[src/rtl/shift_reg_seq.sv]
// shift_reg_seq
//   WIDTH-bit register bank with an INIT reset value, enable, parallel load,
//   shift/rotate/clear/invert modes and a counted multi-shift sequencer.
//   Doubles as a general state/data register and as a serialiser.
// Ports
//   clk     rising-edge clock
//   reset   synchronous, active-high; overrides every other input
//   en      direct-op enable in IDLE, pause (when 0) in RUN
//   mode    000 hold,001 load,010 shl,011 shr,100 rotl,101 rotr,110 clear,111 invert
//   d       parallel load data
//   sin     serial in (LSB on shl, MSB on shr; unused by rotates)
//   start   request a sequence of nshift shifts in the sampled mode
//   nshift  number of shifts for the sequence
//   q       register contents
//   sout    last bit shifted/rotated out (registered)
//   busy    sequencer in RUN
//   done    one-cycle pulse after a sequence completes
module shift_reg_seq #(
  parameter int                WIDTH = 8,
  parameter logic [WIDTH-1:0]  INIT  = '0,
  parameter int                CNT_W = 4
) (
  input  logic             clk,
  input  logic             reset,
  input  logic             en,
  input  logic [2:0]       mode,
  input  logic [WIDTH-1:0] d,
  input  logic             sin,
  input  logic             start,
  input  logic [CNT_W-1:0] nshift,
  output logic [WIDTH-1:0] q,
  output logic             sout,
  output logic             busy,
  output logic             done
);

  localparam logic [0:0] S_IDLE = 1'b0;
  localparam logic [0:0] S_RUN  = 1'b1;

  localparam logic [2:0] M_HOLD = 3'b000;
  localparam logic [2:0] M_LOAD = 3'b001;
  localparam logic [2:0] M_SHL  = 3'b010;
  localparam logic [2:0] M_SHR  = 3'b011;
  localparam logic [2:0] M_ROTL = 3'b100;
  localparam logic [2:0] M_ROTR = 3'b101;
  localparam logic [2:0] M_CLR  = 3'b110;
  localparam logic [2:0] M_INV  = 3'b111;

  logic [0:0]       state_q, state_d;
  logic [2:0]       mode_q, mode_d;
  logic [CNT_W-1:0] cnt_q, cnt_d;
  logic [WIDTH-1:0] q_q, q_d;
  logic             sout_q, sout_d;
  logic             done_q, done_d;

  logic             is_shift;
  logic [2:0]       op_mode;
  logic [WIDTH-1:0] q_n;
  logic             sout_n;

  // Shift/rotate modes are exactly 010..101, i.e. mode[2] != mode[1].
  assign is_shift = mode[2] ^ mode[1];
  // In RUN the mode latched with start drives the datapath; live mode is ignored.
  assign op_mode  = (state_q == S_RUN) ? mode_q : mode;

  // Result of applying op_mode once to the current register.
  always_comb begin
    q_n    = q_q;
    sout_n = sout_q;
    case (op_mode)
      M_HOLD: q_n = q_q;
      M_LOAD: q_n = d;
      M_SHL: begin
        q_n    = {q_q[WIDTH-2:0], sin};
        sout_n = q_q[WIDTH-1];
      end
      M_SHR: begin
        q_n    = {sin, q_q[WIDTH-1:1]};
        sout_n = q_q[0];
      end
      M_ROTL: begin
        q_n    = {q_q[WIDTH-2:0], q_q[WIDTH-1]};
        sout_n = q_q[WIDTH-1];
      end
      M_ROTR: begin
        q_n    = {q_q[0], q_q[WIDTH-1:1]};
        sout_n = q_q[0];
      end
      M_CLR:   q_n = INIT;
      M_INV:   q_n = ~q_q;
      default: q_n = q_q;
    endcase
  end

  always_comb begin
    state_d = state_q;
    mode_d  = mode_q;
    cnt_d   = cnt_q;
    q_d     = q_q;
    sout_d  = sout_q;
    done_d  = 1'b0;
    if (state_q == S_IDLE) begin
      // start wins over a direct op and needs no en; non-shift modes make it a no-op.
      if (start && is_shift) begin
        if (nshift == '0) begin
          done_d = 1'b1;
        end else begin
          state_d = S_RUN;
          mode_d  = mode;
          cnt_d   = nshift;
        end
      end else if (en) begin
        q_d    = q_n;
        sout_d = sout_n;
      end
    end else if (en) begin
      q_d    = q_n;
      sout_d = sout_n;
      cnt_d  = cnt_q - CNT_W'(1);
      // Leave on the last shift so the count never wraps below 1.
      if (cnt_q == CNT_W'(1)) begin
        state_d = S_IDLE;
        done_d  = 1'b1;
      end
    end
  end

  always_ff @(posedge clk) begin
    if (reset) begin
      state_q <= S_IDLE;
      mode_q  <= M_HOLD;
      cnt_q   <= '0;
      q_q     <= INIT;
      sout_q  <= 1'b0;
      done_q  <= 1'b0;
    end else begin
      state_q <= state_d;
      mode_q  <= mode_d;
      cnt_q   <= cnt_d;
      q_q     <= q_d;
      sout_q  <= sout_d;
      done_q  <= done_d;
    end
  end

  assign q    = q_q;
  assign sout = sout_q;
  assign busy = (state_q == S_RUN);
  assign done = done_q;

endmodule

[config.mk]
export PLATFORM = sky130hd
export DESIGN_NAME = shift_reg_seq
export DESIGN_NICKNAME = d
export VERILOG_FILES = /design/src/rtl/shift_reg_seq.sv
export SDC_FILE = /design/constraint.sdc
export NUM_CORES = 1
export LEC_CHECK = 0
export BUFFER_PORTS_ARGS = -buffer_cell sky130_fd_sc_hd__buf_2
export CAP_MARGIN = 0
export CORE_ASPECT_RATIO = 0.75
export CORE_MARGIN = 2
export CORE_UTILIZATION = 35
export CTS_BUF_LIST = sky130_fd_sc_hd__clkbuf_8 sky130_fd_sc_hd__clkbuf_16
export CTS_CLUSTER_SIZE = 12
export DETAILED_ROUTE_END_ITERATION = 16
export GPL_TIMING_DRIVEN = 0
export HOLD_SLACK_MARGIN = 0.15
export SLEW_MARGIN = 20
export SYNTH_ARGS = -nofsm -noshare
export SYNTH_HDL_FRONTEND = slang
export SYNTH_SLANG_ARGS = --single-unit
[constraint.sdc]
create_clock -name clk -period 1.7 [get_ports clk]
set_input_delay 0.17 -clock clk [delete_from_list [all_inputs] [get_ports clk]]
set_output_delay 0.17 -clock clk [all_outputs]
set_load 0.01 [all_outputs]
==> flow_summary.ini <==
[outcome]
status = complete, but fails checks
violations = negative setup slack

[detailed_routing]
wl_met1_microns = 1910
vias = 1444
routedWlPerCell_microns = 16.7
drcViolationCount = 0
wl_met2_microns = 1820
initialDrtViolationCount = 114
route.met3.wl_microns = 319
top_layer = met4
wl_microns = 4090
detail-route-antenna-nets = 0
drt_first_pass_iters = 4
vias_per_cell = 5.89

[sta]
finClkSkew_ns = 0.00980
hold_viol_final = 0
period_share_pct = 102
finalSetupViolCount = 6
tightest_slew_ns = 0.760
finalMaxSlewViolations = 0
maxSlewHeadroom_pct = 49.0
fin_ws_ns = -0.0366
timing.fmax_mhz = 576
fin_crit_ns = 1.74
rsz0062_at_grt = yes

[grt]
grt_pass1_vias = 1329
grt.overflow.total = 0
grt_start_max_net_pins = 11
track_usage_pct = 18.4
grt_pass1_wl_microns = 6500
antenna_found_initial = 0

[finish]
syn_to_final_growth_pct = 30.5
layout.cells.non_filler = 245
diodes = 0
layout_commonest_cell = buf_2
most-common-layout-cells = buf_2 (28), nand2_1 (19), dfxtp_1 (16), a211oi_1 (10), a21oi_1 (9)
drive_gt1_share_pct = 34.7
nets = 216

[cts]
cts_tree = yes
htreeDepth = 1
cts-buffers-inserted = 3
clockRootBuffer = clkbuf_8
clk_path_buf_depth = 2
clkTransAtPathRegs_ns = 0.08
cts.sinks = 18
clock_latency_ns = 0.27

[synthesis]
async_flop_share_pct = 0
syn_nets = 180
ys_warn_count = 0
syn_area_per_cell_sq_um = 8.73
ys_types = 50
synthesis.instances = 158
synth_ff_type = dfxtp_1
synth_area_sq_um = 1380
ys_ff_latch = 18
synth_edf_count = 0
yosysSeqAreaShare_pct = 26.1

[worst_setup_path]
worst-setup-path-type = reg2reg
crit_chain = buf_8 -> mux2_4 -> and4_1 -> a2111o_1 -> a32o_1
crit_family = compound AO/OA/AOI/OAI gates
path_max_fanout = 7
r2r_cells = 5
rr_endpoint = q[1]
worst_ep_required_time_ns = 1.85
endpoint_kind = register
cp.depth = 5
crit_start = busy
cp.buffers_inverters = 1
startpoint_type = register
arrival_ns = 1.89
r2r_setup_slack_ns = -0.04
cp_slowest_cell = dfxtp_4
cp-endpoint = q[1]
r2r_start = busy
slowest_delay_ns = 0.39

[power]
ir_drop_mv = 0.323
p_leak_uw = 0.000740
power_density_nw_per_um2 = 773
power_uw = 1390

[hold_path]
holdCritStartpoint = mode[2]
hp-class = in2reg

[die]
die_w_microns = 76.5
io_pins = 31
rows = 19
start_util_pct = 37.2
fp.dieH_microns = 58.4
die_area_sq_um = 4460
core_sq_um = 3710

[flow_run]
max-cap-violations = 0

[placed_design]
port_buffers = 28
dp_cells = 238
dp_hpwl_microns = 2870
place.gp.congestion = 0.885
-- stage by stage --
stage | setup TNS (ns) | area [sq um] | utilization, % | hold WS, ns | setup slack [ns]
after CTS | -0.111 | 1740 | 46.8 | 0.192 | -0.0288
after global routing | -0.386 | 1800 | 48.5 | 0.211 | -0.0679
after global placement | -1.66 | 1590 | 42.8 | 0.463 | -0.214
final | -0.104 | 1800 | 48.5 | 0.191 | -0.0366
after floorplan | 0 | 1380 | - | 0.317 | 0.00167
after detailed placement | -1.58 | 1590 | 42.8 | 0.471 | -0.201
-- registers in the layout (all words and copies together) (netlist names) --
register	count
mode_q	3
busy	1
done	1
sout	1
cnt_q	4
q	8
-- how the worst min path moves through the flow --
stage | cells after the start | to | slack, ns
after global routing | 2 | mode_q[1] | 0.21
after CTS | 2 | mode_q[1] | 0.19
final | 2 | mode_q[1] | 0.19
after detailed placement | 2 | mode_q[1] | 0.47
after floorplan | 2 | mode_q[0] | 0.32
after global placement | 2 | mode_q[1] | 0.46
-- power by group --
| part | internal [uW] | switching, uW |
|---|---|---|
| Clock | 207 | 165 |
| Sequential | 462 | 51.3 |
| Combinational | 247 | 260 |
-- cell type report --
cell class / instances / area (sq um)
Buffer: 12 / 113
Clock buffer: 4 / 55.1
Fill cell: 363 / 1910
Inverter: 5 / 18.8
Multi-Input combinational cell: 123 / 995
Sequential cell: 18 / 365
Tap cell: 52 / 65.1
Timing Repair Buffer: 31 / 188
-- synth_stat cells (2+ instances only) --
cell type	n	share of area [%]
buf_4	5	2.7
buf_6	2	1.6
nor2b_1	2	0.91
o21ai_0	4	1.5
nor4_1	2	0.91
inv_1	5	1.4
buf_2	4	1.5
a21boi_0	3	1.6
nand2_1	19	5.2
dfxtp_1	18	26
o31a_1	2	1.3
nor3_1	2	0.73
a32o_1	7	5.1
and4_1	5	3.2
xnor2_1	2	1.3
ha_1	2	1.8
nand2b_1	2	0.91
clkbuf_1	2	0.54
nand3_1	3	1.1
a2111o_1	7	5.7
a211oi_1	10	5.4
mux2i_1	7	5.1
nor2_1	7	1.9
a21oi_1	10	3.6
-- metal layers --
metal,vias up,GRT usage [%]
li1,684,-
met1,694,26.2
met2,59,28.4
met3,7,4.14
met4,0,4.94
met5,-,0
-- cell families after synthesis --
family | Yosys count | share of synthesized area [%]
mux | 10 | 8.62
fa+ha+maj | 2 | 1.81
xor+xnor | 3 | 1.91
simple gates | 52 | 21.7
buf+inv | 18 | 7.71
flops | 18 | 26.1
compound gates | 55 | 32.1
-- timing repair --
item	in CTS	in global routing
endpoints found under the setup margin	10	16
hold endpoints to repair	0	0
pin swaps	9	2
hold buffers	0	0
resized for setup	12	15
setup buffers	1	1
gates cloned	1	1
No activity file was read; power rests on OpenSTA's default activity.
